### src/rtl/counter_scan_pkg.sv
// Shared constants for the CTUD counter-bank scan sequencer.
// Optional CV readback is enabled by defining COUNTER_SCAN_CV_READ_EN.
package counter_scan_pkg;

  localparam int CNT_IDX_LSB = 3;

  // Register offsets inside one counter's 8-word window
  localparam logic [2:0] OFF_CU = 3'd0;
  localparam logic [2:0] OFF_CD = 3'd1;
  localparam logic [2:0] OFF_R  = 3'd2;
  localparam logic [2:0] OFF_LD = 3'd3;
  localparam logic [2:0] OFF_CV = 3'd5;
  localparam logic [2:0] OFF_QD = 3'd6;
  localparam logic [2:0] OFF_QU = 3'd7;

  // Per-counter op order
  localparam logic [2:0] OP_CU = 3'd0;
  localparam logic [2:0] OP_CD = 3'd1;
  localparam logic [2:0] OP_R  = 3'd2;
  localparam logic [2:0] OP_LD = 3'd3;
  localparam logic [2:0] OP_QU = 3'd4;
  localparam logic [2:0] OP_QD = 3'd5;
  localparam logic [2:0] OP_CV = 3'd6;

`ifdef COUNTER_SCAN_CV_READ_EN
  localparam logic [2:0] LAST_OP = OP_CV;
`else
  localparam logic [2:0] LAST_OP = OP_QD;
`endif

  typedef enum logic [1:0] {
    SC_IDLE = 2'd0,
    SC_SCAN = 2'd1,
    SC_DONE = 2'd2
  } scan_state_e;

  typedef enum logic [1:0] {
    XF_IDLE   = 2'd0,
    XF_SETUP  = 2'd1,
    XF_ACCESS = 2'd2
  } xfer_state_e;

  function automatic logic [2:0] op_offset(input logic [2:0] op);
    logic [2:0] off;
    off = OFF_CU;
    case (op)
      OP_CU:   off = OFF_CU;
      OP_CD:   off = OFF_CD;
      OP_R:    off = OFF_R;
      OP_LD:   off = OFF_LD;
      OP_QU:   off = OFF_QU;
      OP_QD:   off = OFF_QD;
      OP_CV:   off = OFF_CV;
      default: off = OFF_CU;
    endcase
    return off;
  endfunction

  function automatic logic op_is_write(input logic [2:0] op);
    return (op < OP_QU);
  endfunction

endpackage

### src/rtl/counter_scan_sequencer_apb_master_xfer.sv
// Single APB transaction engine: SETUP, ACCESS, wait-state hold; a new request
// may be accepted on the completing ACCESS cycle so transfers chain via SETUP.
module apb_master_xfer
  import counter_scan_pkg::*;
#(
  parameter int DATA_W = 32,
  parameter int ADDR_W = 16
) (
  input  logic              PCLK,
  input  logic              PRESET,
  input  logic              req_i,
  input  logic [ADDR_W-1:0] addr_i,
  input  logic              write_i,
  input  logic [DATA_W-1:0] wdata_i,
  output logic              xfer_done_o,
  output logic [DATA_W-1:0] rdata_o,
  output logic              psel_o,
  output logic              penable_o,
  output logic              pwrite_o,
  output logic [ADDR_W-1:0] paddr_o,
  output logic [DATA_W-1:0] pwdata_o,
  input  logic [DATA_W-1:0] prdata_i,
  input  logic              pready_i
);

  xfer_state_e       state_q, state_d;
  logic              load;
  logic [ADDR_W-1:0] addr_q;
  logic              write_q;
  logic [DATA_W-1:0] wdata_q;

  always_comb begin
    state_d     = state_q;
    load        = 1'b0;
    xfer_done_o = (state_q == XF_ACCESS) && pready_i;
    case (state_q)
      XF_IDLE: begin
        if (req_i) begin
          state_d = XF_SETUP;
          load    = 1'b1;
        end
      end
      XF_SETUP: state_d = XF_ACCESS;
      XF_ACCESS: begin
        if (pready_i) begin
          if (req_i) begin
            state_d = XF_SETUP;
            load    = 1'b1;
          end else begin
            state_d = XF_IDLE;
          end
        end
      end
      default: state_d = XF_IDLE;
    endcase
  end

  always_ff @(posedge PCLK or posedge PRESET) begin
    if (PRESET) begin
      state_q <= XF_IDLE;
      addr_q  <= '0;
      write_q <= 1'b0;
      wdata_q <= '0;
    end else begin
      state_q <= state_d;
      if (load) begin
        addr_q  <= addr_i;
        write_q <= write_i;
        wdata_q <= wdata_i;
      end else if (state_d == XF_IDLE) begin
        addr_q  <= '0;
        write_q <= 1'b0;
        wdata_q <= '0;
      end
    end
  end

  assign rdata_o   = prdata_i;
  assign psel_o    = (state_q != XF_IDLE);
  assign penable_o = (state_q == XF_ACCESS);
  assign pwrite_o  = write_q;
  assign paddr_o   = addr_q;
  assign pwdata_o  = wdata_q;

endmodule

### src/rtl/counter_scan_sequencer.sv
// Per-scan APB walker over the CTUD counter bank; latches the input image,
// issues per-counter ops, publishes QU/QD atomically. Option: COUNTER_SCAN_CV_READ_EN.
module counter_scan_sequencer
  import counter_scan_pkg::*;
#(
  parameter int DATA_W   = 32,
  parameter int ADDR_W   = 16,
  parameter int CNT_BITS = 8,
  parameter int NUM_CNT  = 16
) (
  input  logic                PCLK,
  input  logic                PRESET,
  input  logic                start,
  input  logic [NUM_CNT-1:0]  cu_in,
  input  logic [NUM_CNT-1:0]  cd_in,
  input  logic [NUM_CNT-1:0]  r_in,
  input  logic [NUM_CNT-1:0]  ld_in,
  output logic [NUM_CNT-1:0]  qu_out,
  output logic [NUM_CNT-1:0]  qd_out,
  output logic                busy,
  output logic                done,
  output logic                overrun,
`ifdef COUNTER_SCAN_CV_READ_EN
  output logic                cv_valid,
  output logic [CNT_BITS-1:0] cv_idx,
  output logic [DATA_W-1:0]   cv_data,
`endif
  output logic                PSEL,
  output logic                PENABLE,
  output logic                PWRITE,
  output logic [ADDR_W-1:0]   PADDR,
  output logic [DATA_W-1:0]   PWDATA,
  input  logic [DATA_W-1:0]   PRDATA,
  input  logic                PREADY
);

  localparam logic [CNT_BITS-1:0] LAST_IDX = CNT_BITS'(NUM_CNT - 1);

  scan_state_e         state_q, state_d;
  logic [2:0]          op_q, op_d;
  logic [CNT_BITS-1:0] idx_q, idx_d;
  logic [NUM_CNT-1:0]  cu_s, cd_s, r_s, ld_s;
  logic [NUM_CNT-1:0]  qu_s, qu_s_d, qd_s, qd_s_d;
  logic [NUM_CNT-1:0]  qu_out_q, qd_out_q, sel;
  logic                busy_q, done_q, overrun_q;
  logic                req, req_write, wbit, img_live, enter_done;
  logic [ADDR_W-1:0]   req_addr;
  logic [DATA_W-1:0]   req_wdata;
  logic                xfer_done;
  logic [DATA_W-1:0]   xfer_rdata;

  function automatic logic bit_at(input logic [NUM_CNT-1:0] v, input logic [CNT_BITS-1:0] i);
    logic [NUM_CNT-1:0] s;
    s = v >> i;
    return s[0];
  endfunction

  always_comb begin
    state_d = state_q;
    op_d    = op_q;
    idx_d   = idx_q;
    req     = 1'b0;
    case (state_q)
      SC_IDLE: begin
        if (start) begin
          state_d = SC_SCAN;
          op_d    = '0;
          idx_d   = '0;
          req     = 1'b1;
        end
      end
      SC_SCAN: begin
        if (xfer_done) begin
          if (op_q != LAST_OP) begin
            op_d = op_q + 3'd1;
            req  = 1'b1;
          end else if (idx_q != LAST_IDX) begin
            op_d  = '0;
            idx_d = idx_q + CNT_BITS'(1);
            req   = 1'b1;
          end else begin
            op_d    = '0;
            idx_d   = '0;
            state_d = SC_DONE;
          end
        end
      end
      SC_DONE: state_d = SC_IDLE;
      default: state_d = SC_IDLE;
    endcase
  end

  // The first op of a scan is issued in the same cycle the image is latched,
  // so its write bit comes straight from the input pins.
  always_comb begin
    img_live = (state_q == SC_IDLE);
    wbit     = 1'b0;
    case (op_d)
      OP_CU:   wbit = bit_at(img_live ? cu_in : cu_s, idx_d);
      OP_CD:   wbit = bit_at(img_live ? cd_in : cd_s, idx_d);
      OP_R:    wbit = bit_at(img_live ? r_in  : r_s,  idx_d);
      OP_LD:   wbit = bit_at(img_live ? ld_in : ld_s, idx_d);
      default: wbit = 1'b0;
    endcase
    req_write = op_is_write(op_d);
    req_wdata = DATA_W'(wbit);
    req_addr  = (ADDR_W'(idx_d) << CNT_IDX_LSB) | ADDR_W'(op_offset(op_d));

    sel    = NUM_CNT'(1) << idx_q;
    qu_s_d = qu_s;
    qd_s_d = qd_s;
    if (state_q == SC_IDLE && start) begin
      qu_s_d = '0;
      qd_s_d = '0;
    end else if (state_q == SC_SCAN && xfer_done) begin
      if (op_q == OP_QU) qu_s_d = (qu_s & ~sel) | (xfer_rdata[0] ? sel : '0);
      if (op_q == OP_QD) qd_s_d = (qd_s & ~sel) | (xfer_rdata[0] ? sel : '0);
    end
    enter_done = (state_q == SC_SCAN) && (state_d == SC_DONE);
  end

  always_ff @(posedge PCLK or posedge PRESET) begin
    if (PRESET) begin
      state_q   <= SC_IDLE;
      op_q      <= '0;
      idx_q     <= '0;
      cu_s      <= '0;
      cd_s      <= '0;
      r_s       <= '0;
      ld_s      <= '0;
      qu_s      <= '0;
      qd_s      <= '0;
      qu_out_q  <= '0;
      qd_out_q  <= '0;
      busy_q    <= 1'b0;
      done_q    <= 1'b0;
      overrun_q <= 1'b0;
    end else begin
      state_q   <= state_d;
      op_q      <= op_d;
      idx_q     <= idx_d;
      qu_s      <= qu_s_d;
      qd_s      <= qd_s_d;
      busy_q    <= (state_d != SC_IDLE);
      done_q    <= enter_done;
      overrun_q <= start && (state_q != SC_IDLE);
      if (state_q == SC_IDLE && start) begin
        cu_s <= cu_in;
        cd_s <= cd_in;
        r_s  <= r_in;
        ld_s <= ld_in;
      end
      if (enter_done) begin
        qu_out_q <= qu_s_d;
        qd_out_q <= qd_s_d;
      end
    end
  end

`ifdef COUNTER_SCAN_CV_READ_EN
  logic                cv_valid_q;
  logic [CNT_BITS-1:0] cv_idx_q;
  logic [DATA_W-1:0]   cv_data_q;

  always_ff @(posedge PCLK or posedge PRESET) begin
    if (PRESET) begin
      cv_valid_q <= 1'b0;
      cv_idx_q   <= '0;
      cv_data_q  <= '0;
    end else begin
      cv_valid_q <= (state_q == SC_SCAN) && xfer_done && (op_q == OP_CV);
      if ((state_q == SC_SCAN) && xfer_done && (op_q == OP_CV)) begin
        cv_idx_q  <= idx_q;
        cv_data_q <= xfer_rdata;
      end
    end
  end

  assign cv_valid = cv_valid_q;
  assign cv_idx   = cv_idx_q;
  assign cv_data  = cv_data_q;
`else
  logic unused_rdata_hi;
  assign unused_rdata_hi = ^xfer_rdata[DATA_W-1:1];
`endif

  apb_master_xfer #(
    .DATA_W (DATA_W),
    .ADDR_W (ADDR_W)
  ) u_xfer (
    .PCLK        (PCLK),
    .PRESET      (PRESET),
    .req_i       (req),
    .addr_i      (req_addr),
    .write_i     (req_write),
    .wdata_i     (req_wdata),
    .xfer_done_o (xfer_done),
    .rdata_o     (xfer_rdata),
    .psel_o      (PSEL),
    .penable_o   (PENABLE),
    .pwrite_o    (PWRITE),
    .paddr_o     (PADDR),
    .pwdata_o    (PWDATA),
    .prdata_i    (PRDATA),
    .pready_i    (PREADY)
  );

  assign qu_out  = qu_out_q;
  assign qd_out  = qd_out_q;
  assign busy    = busy_q;
  assign done    = done_q;
  assign overrun = overrun_q;

endmodule

### config.mk
export PLATFORM = sky130hd
export DESIGN_NAME = counter_scan_sequencer
export DESIGN_NICKNAME = d
export VERILOG_FILES = /design/src/rtl/counter_scan_pkg.sv /design/src/rtl/counter_scan_sequencer_apb_master_xfer.sv /design/src/rtl/counter_scan_sequencer.sv
export SDC_FILE = /design/constraint.sdc
export NUM_CORES = 1
export LEC_CHECK = 0
export ABC_CLOCK_PERIOD_IN_PS = 7300
export CORE_UTILIZATION = 51
export CTS_CLUSTER_SIZE = 8
export DETAILED_ROUTE_END_ITERATION = 8
export MAX_ROUTING_LAYER = met4
export PLACE_DENSITY = 0.91
export SETUP_SLACK_MARGIN = 0.15
export SYNTH_ARGS = -nofsm -noshare
export SYNTH_HDL_FRONTEND = slang
export SYNTH_SLANG_ARGS = --single-unit
### constraint.sdc
create_clock -name PCLK -period 7.3 [get_ports PCLK]
set_clock_uncertainty 0.2 [all_clocks]
set_input_delay 1.46 -clock PCLK [delete_from_list [all_inputs] [get_ports PCLK]]
set_output_delay 1.46 -clock PCLK [all_outputs]
set_load 0.05 [all_outputs]
==> results of run 1 <==
[report_power, final]
part	internal [mW]	total, mW	switching, mW
Sequential	1.01	1.12	0.104
Clock	0.541	0.894	0.353
Combinational	0.295	0.797	0.502
[critical path: stages]
cell             delay (ps)
clkdlybuf4s50_1         580
o21bai_1                340
a2bb2oi_1               620
nor2b_1                 660
inv_1                   270
nand2b_1                440
o21ai_0                 210
o21ai_0                 210
a21oi_1                 120
o41ai_2                 310
[sequential cells by signal, indices dropped and copies added (netlist names)]
register,flops
busy,1
cd_s,16
cu_s,16
done,1
idx_q,8
ld_s,16
op_q,3
overrun,1
qd_out,16
qd_s,16
qu_out,16
qu_s,16
r_s,16
state_q,2
u_xfer.paddr_o,11
u_xfer.pwdata_o,1
u_xfer.pwrite_o,1
u_xfer.state_q,2
[Yosys cell counts, types with 3 or more instances]
library cell,instances
a211oi_1,8
a21oi_1,21
a22o_1,5
a311oi_1,4
a31oi_1,12
buf_1,3
buf_4,36
clkbuf_1,51
dfrtp_1,159
inv_1,12
mux2_2,35
mux2i_1,29
mux4_2,9
nand2_1,277
nand2b_1,5
nand3_1,21
nand3b_1,4
nand4_1,5
nor2_1,65
nor2b_1,7
nor3_1,14
nor3b_1,8
nor4_1,8
o211a_1,3
o211ai_1,5
o21ai_0,45
o221ai_1,9
o22ai_1,5
o31ai_1,4
or2_2,3
or3_1,3
or4_1,3
[stage by stage]
stage	worst slack, ps	std cells
finish	2210	1235
floorplan	1350	959
detailed placement	1890	1206
global placement	1910	1206
global route	1990	1235
CTS	2350	1235
[routing by layer]
metal  vias up  global-route usage (%)  part of all wire, %
met5         -                       -                    0
met4         0                    14.6                  4.3
met3        85                    5.82                  8.0
met2       377                    41.2                   47
met1      3464                    35.3                   41
li1       3273                       -                    -
[cell usage in the layout, fill, tap and decap left out, types with 4 or more instances in the layout]
master | synthesis | final
nand2_1 | 277 | 277
o211ai_1 | 5 | 5
a21oi_1 | 21 | 21
dfrtp_1 | 159 | 159
o22ai_1 | 5 | 5
nor2b_1 | 7 | 7
mux2i_1 | 29 | 29
nor3b_1 | 8 | 8
nand4_1 | 5 | 5
clkdlybuf4s50_1 | 0 | 118
mux4_2 | 9 | 9
nor3_1 | 14 | 14
nand3_1 | 21 | 21
nor2_1 | 65 | 63
nand2b_1 | 5 | 5
inv_1 | 12 | 11
o221ai_1 | 9 | 9
o21ai_0 | 45 | 45
o31ai_1 | 4 | 4
a22o_1 | 5 | 5
nor4_1 | 8 | 8
a311oi_1 | 4 | 4
conb_1 | 1 | 36
mux2_2 | 35 | 35
nand3b_1 | 4 | 4
a211oi_1 | 8 | 8
clkbuf_16 | 0 | 17
buf_4 | 36 | 6
a31oi_1 | 12 | 12
[area by class of cell]
cell class,count,area (sq um)
fill,1248,5820
sequential,159,3980
multi-input combinational,694,3960
timing repair buffer,124,1230
clock buffer,19,443
tap,216,270
clock inverter,10,139
inverter,13,53.8
[kinds of logic (layout without fill, tap and decap cells)]
group	after synthesis	in the layout	share of synthesized area, %
AO/OA/AOI/OAI	145	145	11.8
XOR/XNOR	3	3	0.316
adder cells (fa/ha/maj)	1	1	0.150
buffers and inverters	106	166	6.52
flip-flops	159	159	47.8
multiplexers	73	73	10.7
other	1	36	0.0451
AND/OR/NAND/NOR	436	436	22.7
[worst min path at each step]
stage | start | cells after the start | slack (ps) | endpoint
4_1_cts | ld_s[13]$_DFFE_PP0P_ | 2 | 270 | ld_s[13]$_DFFE_PP0P_
3_5_place_dp | ld_s[13]$_DFFE_PP0P_ | 2 | 260 | ld_s[13]$_DFFE_PP0P_
5_1_grt | cu_s[7]$_DFFE_PP0P_ | 2 | 290 | cu_s[7]$_DFFE_PP0P_
3_3_place_gp | cd_s[7]$_DFFE_PP0P_ | 2 | 250 | cd_s[7]$_DFFE_PP0P_
6_report | ld_s[13]$_DFFE_PP0P_ | 2 | 270 | ld_s[13]$_DFFE_PP0P_
2_1_floorplan | cd_s[7]$_DFFE_PP0P_ | 2 | 240 | cd_s[7]$_DFFE_PP0P_
==> summary.md, run 1 <==
| Metric | Value |
|---|---|
| PortBufs | 118 |
| Netlist cell types | 69 |
| Rows | 46 |
| DIE AREA | 16,800 sq um |
| Class of the most critical setup path | input port to flop |
| Total wire length | 21.4 mm |
| Synth async-reset ratio | 100% |
| Warnings, synthesis | 0 |
| GRT Total Usage | 27.5% |
| Run status | finished clean |
| Number of global-route vias before repair | 6,842 |
| H-tree Lvls | 4 |
| Worst-path maximum fanout | 12 |
| Root buffer cell | clkbuf_16 |
| Required @ worst endpoint | 7430 ps |
| Drt drc | 0 |
| Avg Synthesized Cell Area | 9.01 sq um |
| Via density per instance | 5.83 |
| Final ANT Viol Nets | 0 |
| Crit path capture | u_xfer.pwdata_o[0]$_DFFE_PP0P_ |
| Synthesized area | 8320 sq um |
| # Max-Cap Violations | 0 |
| Vias | 7,199 |
| Number of synthesized flops with an enable pin | 0 |
| Iter 0 DRT Violations | 794 |
| Post-layout util | 63.4% |
| Post-synth top area share | 47.8% |
| Hold buffers post-CTS | 0 |
| NumNets Final | 1,110 |
| I/O pin cnt | 186 |
| R2R Setup Slk | 3140 ps |
| Ratio of cells with drive above 1 in the final layout | 9.13% |
| VDD IR max | 0.185 mV |
| Final instance area | 10,100 sq um |
| #FFs+latches synth | 159 |
| Initial antenna violation count | 0 |
| RSZ-0062 raised after global routing | no |
| Synth Flop Type | dfrtp_1 |
| Total power | 2.81 mW |
| Setup bufs post-CTS | 0 |
| # setup viols final | 0 |
| CTS tree | done |
| First-pass GRT wire length | 34.2 mm |
| Clk sinks | 159 |
| Synth area leaders | dfrtp_1 (48%), nand2_1 (12%), mux2_2 (4.7%) |
| Crit share post-route | 69.7% |
| Post-synthesis cell count | 924 |
| Chip Height | 130 um |
| Slew of the pin with the lowest slew margin | 1150 ps |
| Clock Tree Buf Depth | 2 |
| Nature of the critical path endpoint | flop |
| Worst-path clk slew | 60 ps |
| Fmax | 197 MHz |
| Dpl hpwl | 14.5 mm |
| Power Density | 279 nW/um^2 |
| R2R Path Start | state_q[1]$_DFF_PP0_ |
| Sequential-to-total area share from yosys stat | 47.8% |
| Crit path launch type | input port |
| Critical Path Start | start |
| CTS resizes | 0 |
| Setup TNS | 0 ps |
| Register-to-Register Path Depth | 9 |
| Total gr overflow | 0 |
| GPL Wtd Cong | 0.941 |
| Tmin final | 5090 ps |
| Area after DPL | 9490 sq um |
| Initial Util | 52.4% |
| Area leader, netlist | dfrtp_1 |
| Die X-Extent | 130 um |
| Hold WS | 272 ps |
| WP data arrival | 5210 ps |
| Leakage | 4.69 nW |
| WL/cell | 17.3 um |
| Fin. max-slew vios | 0 |
| Skew-Pair Late Insertion Delay | 430 ps |
| Reg-to-reg critical path endpoint | u_xfer.pwdata_o[0]$_DFFE_PP0P_ |
| ANT cells | 0 |
| Largest net degree at the start of global routing | 110 |
| Drt pass-1 iters | 5 |
| Slew HR | 21.3% |
| Worst Hold Class | flop to flop |
| Core outline area | 15,900 sq um |
| CTS Buf Count | 17 |
| Synthesis-to-layout area growth | 21.0% |
| Fin. Hold Viols | 0 |
Power figures use the tool's default switching activity.
==> inputs of run 2 (changes only) <==
Settings changed: ABC_CLOCK_PERIOD_IN_PS 7300 to 4550, CORE_UTILIZATION 51 to 46, PLACE_DENSITY 0.91 to 0.87.
Clock period 7.3 ns to 4.55 ns, I/O delays scaled along.
==> run 2 against run 1 <==
Effect of this change: sequential cell count did not move; critical endpoint unchanged; largest power group unchanged; die area is 11% higher; via count up 1.0%; critical path type unchanged; wire length up 3.2%; non-clock buffer count grew 17.
==> summary.md, run 2 (synthesis gave the netlist of run 1 again) <==
| Metric | Value |
|---|---|
| GPL Wtd Cong | 0.905 (-3.8%) |
| P_sw | 1.58 mW (+65%) |
| Fill cell count | 1,406 (+13%) |
| I/O pin cnt | 186 (unchanged) |
| Internal | 3.08 mW (+66%) |
| Clk pwr share | 32.8% (+1.0 points) |
| Initial antenna violation count | 0 (unchanged) |
| # setup viols final | 0 (unchanged) |
| GR Layer Usage met3 | 6.22% (+0.40 points) |
| Hold buffers post-CTS | 0 (unchanged) |
| CTS Buf Count | 17 (unchanged) |
| Worst-path maximum fanout | 9 (-3) |
| Reg-to-reg critical path endpoint | u_xfer.pwdata_o[0]$_DFFE_PP0P_ |
| Nature of the critical path endpoint | flop |
| H-tree Lvls | 4 (unchanged) |
| M2 GR Usage | 38.7% (-2.5 points) |
| RSZ-0062 raised after global routing | no |
| PortBufs | 118 (unchanged) |
| GR Layer Usage met1 | 32.5% (-2.8 points) |
| Required @ worst endpoint | 4680 ps (-2750 ps) |
| Fmax | 246 MHz |
| Largest net degree at the start of global routing | 72 (-35%) |
| Slew HR | 16.0% (-5.3 points) |
| Worst-path clk slew | 60 ps (about the same) |
| Register-to-Register Path Depth | 8 (-1) |
| Synthesis-to-layout area growth | 23.5% |
| Gate power share | 28.7% (+0.3 points) |
| Die X-Extent | 137 um (+5.2%) |
| Initial Util | 47.6% (-4.8 points) |
| # Max-Cap Violations | 0 (unchanged) |
| Power Density | 453 nW/um^2 (+62%) |
| WL/cell | 17.4 um (+0.81%) |
| DIE AREA | 18,600 sq um (+11%) |
| R2R Setup Slk | 740 ps (-2400 ps) |
| R2R Path Start | idx_q[5]$_DFF_PP0_ |
| GRT Total Usage | 25.3% (-2.2 points) |
| Core outline area | 17,500 sq um (+10%) |
| Skew-Pair Late Insertion Delay | 430 ps (about the same) |
| Leakage | 4.80 nW (+2.2%) |
| CTS resizes | 0 (unchanged) |
| Fin. Hold Viols | 0 (unchanged) |
| Run status | finished clean |
| # placed instances | 1,232 (+2.2%) |
| Clk sinks | 159 (unchanged) |
| Class of the most critical setup path | input port to flop |
| Tmin final | 4060 ps |
| Clock Tree Buf Depth | 2 (unchanged) |
| Dpl hpwl | 14.9 mm (+3.0%) |
| Final ANT Viol Nets | 0 (unchanged) |
| Gr busiest metal | met2 |
| Total gr overflow | 0 (unchanged) |
| Slew of the pin with the lowest slew margin | 1230 ps (+78.0 ps) |
| Rows | 48 (+4.3%) |
| Crit path capture | u_xfer.pwdata_o[0]$_DFFE_PP0P_ |
| Seq pwr share | 38.5% (-1.3 points) |
| Switching share of power | 33.9% (-0.23 points) |
| Drt drc | 0 (unchanged) |
| Worst Hold Class | flop to flop |
| Fin. max-slew vios | 0 (unchanged) |
| VDD IR max | 0.339 mV (+83%) |
| NumNets Final | 1,127 (+1.5%) |
| Most frequent cells in the layout | nand2_1 (277), dfrtp_1 (159), clkdlybuf4s50_1 (118) |
| Root buffer cell | clkbuf_16 |
| Total wire length | 22.0 mm (+3.2%) |
| Non-Filler Instances | 1,264 (+2.3%) |
| Number of global-route vias before repair | 6,932 (+1.3%) |
| First-pass GRT wire length | 35.2 mm (+2.8%) |
| Vias | 7,273 (+1.0%) |
| Setup TNS | 0 ps (unchanged) |
| Drt pass-1 iters | 8 (+3) |
| Crit path launch type | input port |
| Setup bufs post-CTS | 0 (unchanged) |
| CTS tree | done |
| Critical Path Start | start |
| Ratio of cells with drive above 1 in the final layout | 10.9% (+1.7 points) |
| Via density per instance | 5.75 (-1.3%) |
| Hold WS | 273 ps (+0.822 ps) |
| Crit share post-route | 89.2% |
| ANT cells | 0 (unchanged) |
| WP data arrival | 4190 ps (-1020 ps) |
| Iter 0 DRT Violations | 608 (-23%) |
| Most common cell after layout, fill and taps aside | nand2_1 |
| Total power | 4.66 mW (+66%) |
| Chip Height | 137 um (+5.2%) |
-- run 2: cell types whose count changed in the layout (fill, tap and decap cells not counted) --
cell	before	now
buf_12	0	2
buf_4	6	21
clkinvlp_4	1	4
bufinv_16	3	4
inv_6	3	2
-- run 2: final cells by class --
cell class              instances  area [sq um]  share of cell area, %
flip-flops and latches        159          3980                   38.7
multi-input cells             694          3960                   38.5
repair buffers                141          1380                   13.4
clock buffers                  19           443                   4.31
well taps                     225           282                   2.74
clock inverters                13           184                   1.79
inverters                      13          52.6                  0.511
-- run 2: metrics by stage --
| step | worst slack [ps] | utilization [%] | instance area, sq um |
|---|---|---|---|
| final | 490 | 58.8 | 10300 |
| after global routing | 371 | 58.8 | 10300 |
| after CTS | 626 | 58.8 | 10300 |
| after detailed placement | 184 | 55.2 | 9650 |
| after global placement | 308 | 55.2 | 9650 |
| after floorplan | 1080 | - | 8460 |
-- run 2: worst min-delay path by stage --
| stage | depth (start not counted) | slack [ps] | end | startpoint |
|---|---|---|---|---|
| floorplan | 2 | 240 | cd_s[7]$_DFFE_PP0P_ | cd_s[7]$_DFFE_PP0P_ |
| global placement | 2 | 250 | ld_s[9]$_DFFE_PP0P_ | ld_s[9]$_DFFE_PP0P_ |
| detailed placement | 2 | 260 | ld_s[9]$_DFFE_PP0P_ | ld_s[9]$_DFFE_PP0P_ |
| CTS | 2 | 270 | ld_s[9]$_DFFE_PP0P_ | ld_s[9]$_DFFE_PP0P_ |
| global route | 2 | 300 | r_s[9]$_DFFE_PP0P_ | r_s[9]$_DFFE_PP0P_ |
| finish | 2 | 270 | ld_s[9]$_DFFE_PP0P_ | ld_s[9]$_DFFE_PP0P_ |
-- run 2: layer usage --
metal  wire length, um  vias up
li1                  -     3319
met4               565        0
met5                 0        -
met2             10600      417
met1              8820     3478
met3              2050       59
-- run 2: power groups by stage --
stage | Clock [mW] | Combinational, mW | Sequential (mW)
3_3_place_gp | 0 | 1.27 | 1.80
4_1_cts | 1.54 | 1.32 | 1.79
3_5_place_dp | 0 | 1.30 | 1.81
5_1_grt | 1.60 | 1.45 | 1.82
6_report | 1.53 | 1.34 | 1.79
2_1_floorplan | 0 | 0.934 | 1.78
-- run 2: worst max-delay path, cell delays in order --
cell and delay (ps):
clkdlybuf4s50_1 600, o21bai_1 240, a2bb2oi_1 260, nor2b_1 650
inv_1 270, nand2b_1 420, o21ai_0 230, o21ai_0 230
a21oi_1 80, o41ai_2 300
==> inputs of run 3 (changes only) <==
Settings changed: ABC_AREA set to 1, CORE_UTILIZATION 46 to 40, PLACE_DENSITY 0.87 to 0.78.
==> run 3 against run 2 <==
Effect of this change: sequential share of layout area rose by 0.36 points; critical path type unchanged; first-iteration DRC count fell by 1.5%; area after synthesis rose by 0.17%; final cell count rose by 9.2%; clock power barely moved; setup slack improved by 750 ps; count of clock-buffer cells in the layout fell by 1; via count fell by 4.8%; power barely moved; cell area fell by 0.91%.
==> summary.md, run 3 <==
| Metric | Value |
|---|---|
| Tmin final | 3310 ps (-746 ps) |
| Largest net degree at the start of global routing | 123 (+71%) |
| R2R Path Start | state_q[1]$_DFF_PP0_ |
| Hold buffers post-CTS | 0 (unchanged) |
| Worst-path maximum fanout | 18 (+9) |
| Slew of the pin with the lowest slew margin | 1100 ps (-125 ps) |
| Critical Path Start | start |
| I/O pin cnt | 186 (unchanged) |
| CP max-delay cell | clkdlybuf4s50_1 |
| ANT cells | 0 (unchanged) |
| First-pass GRT wire length | 33.2 mm (-5.6%) |
| H-tree Lvls | 4 (unchanged) |
| Total wire length | 20.0 mm (-9.1%) |
| Iter 0 DRT Violations | 599 (-1.5%) |
| Power Density | 458 nW/um^2 (+0.90%) |
| DIE AREA | 21,400 sq um (+15%) |
| Chip Height | 146 um (+7.2%) |
| Non-Filler Instances | 1,380 (+9.2%) |
| # placed instances | 1,349 (+9.5%) |
| DP Worst Slack | 831 ps (+647 ps) |
| # setup viols final | 0 (unchanged) |
| NumNets Final | 1,199 (+6.4%) |
| Initial Util | 40.9% (-6.7 points) |
| Root buffer cell | clkbuf_16 |
| Crit path cell chain | clkdlybuf4s50_1 > nand2_2 > o21ai_1 > inv_2 > nand2_4 > nand2_2 > nand2_4 > inv_2 > nand2_1 > o21ai_1 > nand2_1 > nand2_1 > nand3_1 > nand3_1 > nand2_1 > nand2_1 > nand2_1 |
| Die X-Extent | 146 um (+7.2%) |
| PnR worst setup slack | 1240 ps (+746 ps) |
| Hold WS | 279 ps (+6.28 ps) |
| Initial antenna violation count | 0 (unchanged) |
| Leakage | 4.72 nW (-1.5%) |
| Fin. max-slew vios | 0 (unchanged) |
| Crit path launch type | input port |
| CTS resizes | 0 (unchanged) |
| Cell family with the largest share of critical-path delay | simple AND/OR/NAND/NOR gates |
| Top-count cell post-synth | nand2_1 |
| Crit share post-route | 72.8% (-16 points) |
| Fmax | 302 MHz (+23%) |
| Sequential-to-total area share from yosys stat | 47.7% (-0.079 points) |
| Commonest cells post-synth | nand2_1 (224), dfrtp_1 (159), o21ai_0 (123) |
| Hold path startpoint | u_xfer.pwdata_o[0]$_DFFE_PP0P_ |
| Most frequent cells in the layout | nand2_1 (223), dfrtp_1 (159), o21ai_0 (123) |
| Slew HR | 26.7% (+11 points) |
| Worst-path clk slew | 60 ps (about the same) |
| VDD IR max | 0.264 mV (-22%) |
| Most common cell after layout, fill and taps aside | nand2_1 |
| Area leader, netlist | dfrtp_1 |
| PortBufs | 118 (unchanged) |
| Post-synthesis cell count | 1,005 (+8.8%) |
| Sequential Area | 3980 sq um (unchanged) |
| Ratio of cells with drive above 1 in the final layout | 10.3% (-0.61 points) |
| WL/cell | 14.5 um (-17%) |
| Synth area leaders | dfrtp_1 (48%), nand2_1 (10%), o21ai_0 (7.4%) |
| Synthesized area | 8340 sq um (+0.17%) |
| Clock Tree Buf Depth | 2 (unchanged) |
| Dpl hpwl | 14.1 mm (-5.2%) |
| Setup TNS | 0 ps (unchanged) |
| Vias | 6,922 (-4.8%) |
| Drt drc | 0 (unchanged) |
| Fin. Hold Viols | 0 (unchanged) |
| GRT Total Usage | 20.0% (-5.3 points) |
| Clk sinks | 159 (unchanged) |
| Synth async-reset ratio | 100% (unchanged) |
| Final ANT Viol Nets | 0 (unchanged) |
| Warnings, synthesis | 0 (unchanged) |
| Most used cell, CP | nand2_1 |
| Run status | finished clean |
| Avg Synthesized Cell Area | 8.30 sq um (-7.9%) |
| Total gr overflow | 0 (unchanged) |
| Fill cell count | 1,904 (+35%) |
| Drt pass-1 iters | 5 (-3) |
| WP data arrival | 3430 ps (-760 ps) |
| Class of the most critical setup path | input port to flop |
| Via density per instance | 5.02 (-13%) |
| Area of the multi-input gates | 3520 sq um (-11%) |
| Worst path max stage delay | 450 ps (-200 ps) |
| GPL Wtd Cong | 0.847 (-6.5%) |
| Skew-Pair Late Insertion Delay | 420 ps (about the same) |
| Rows | 52 (+8.3%) |
| Number of global-route vias before repair | 6,646 (-4.1%) |
| RSZ-0062 raised after global routing | no |
| Required @ worst endpoint | 4660 ps (-20 ps) |
| Netlist cell types | 44 (-36%) |
| Setup bufs post-CTS | 0 (unchanged) |
| CP Buf/Inv Count | 3 (+1) |
| #FFs+latches synth | 159 (unchanged) |
| CTS tree | done |
| Worst Hold Class | flop to flop |
| CTS Buf Count | 17 (unchanged) |
| # Max-Cap Violations | 0 (unchanged) |
| Synth Flop Type | dfrtp_1 |
| Nature of the critical path endpoint | flop |
| Synthesis-to-layout area growth | 22.1% |
| Post-synth top area share | 47.7% (-0.079 points) |
| Core outline area | 20,400 sq um (+17%) |
| Number of synthesized flops with an enable pin | 0 (unchanged) |
## run 3: cell types whose count changed after synthesis, moves of 9 or more
cell      change
o221ai_1      -9
a311oi_1     +10
buf_2        +17
o21ai_0      +78
mux4_2        -9
mux2i_1      -27
o21ai_1       +9
nor2_1       -19
nand2_1      -53
nand3_1      +37
inv_1        +97
a21oi_1      +29
clkbuf_1     -28
## run 3: final timing paths
check / to / slack, ps / depth (start not counted)
min in group asynchronous: qd_out[7]$_DFFE_PP0P_ / 800 / 2
worst max-delay path: u_xfer.pwdata_o[0]$_DFFE_PP0P_ / 1240 / 17
worst max register to register: u_xfer.pwdata_o[0]$_DFFE_PP0P_ / 1560 / 13
worst min register to register: u_xfer.pwdata_o[0]$_DFFE_PP0P_ / 280 / 2
max in group asynchronous: qu_out[10]$_DFFE_PP0P_ / 2370 / 3
worst min-delay path: u_xfer.pwdata_o[0]$_DFFE_PP0P_ / 280 / 2
## run 3: kinds of logic (layout without fill, tap and decap cells)
kind of cell / Yosys count / after routing / share of synthesized area (%)
flip-flops: 159 / 159 / 47.7
adder cells (fa/ha/maj): 1 / 1 / 0.150
other: 1 / 36 / 0.0450
buffers and inverters: 207 / 277 / 11.7
XOR/XNOR: 2 / 2 / 0.210
AO/OA/AOI/OAI: 224 / 224 / 15.1
AND/OR/NAND/NOR: 371 / 371 / 19.8
multiplexers: 40 / 40 / 5.37
## run 3: cell type report
class	instances	share of cell area, %
Tap cell	270	3.32
Timing Repair Buffer	128	12.5
Sequential cell	159	39.1
Multi-Input combinational cell	674	34.6
Clock inverter	13	1.83
Inverter	118	4.39
Clock buffer	18	4.31
## run 3: worst reg2reg max path: stages (launching register included)
cell and delay (ps):
dfrtp_1 430, nor2_4 130, buf_4 760, mux2_2 560, nand3_1 110, nand4_1 130, nand2_1 80, nand2_1 50
nand2_1 50, nand3_1 70, nand3_1 90, nand2_1 100, nand2_1 80, nand2_1 40
## run 3: where the power goes
part	switching (mW)	leakage (nW)	internal [mW]
combinational	0.943	2.31	0.457
sequential	0.109	2.10	1.64
clock	0.580	0.307	0.934
total	1.63	4.72	3.03
## run 3: stage by stage
stage	cell area (sq um)	total power, mW	utilization, %
6_report	10200	4.66	50.0
5_1_grt	10200	4.94	50.0
4_1_cts	10200	4.68	50.0
3_5_place_dp	9560	3.16	46.9
3_3_place_gp	9560	3.12	46.9
2_1_floorplan	8470	2.84	-
## run 3: layer usage
metal,routed length (um),global-route usage [%]
met1,8960,26.4
met2,9370,30.1
met3,1110,3.94
met4,598,8.54
met5,0,-
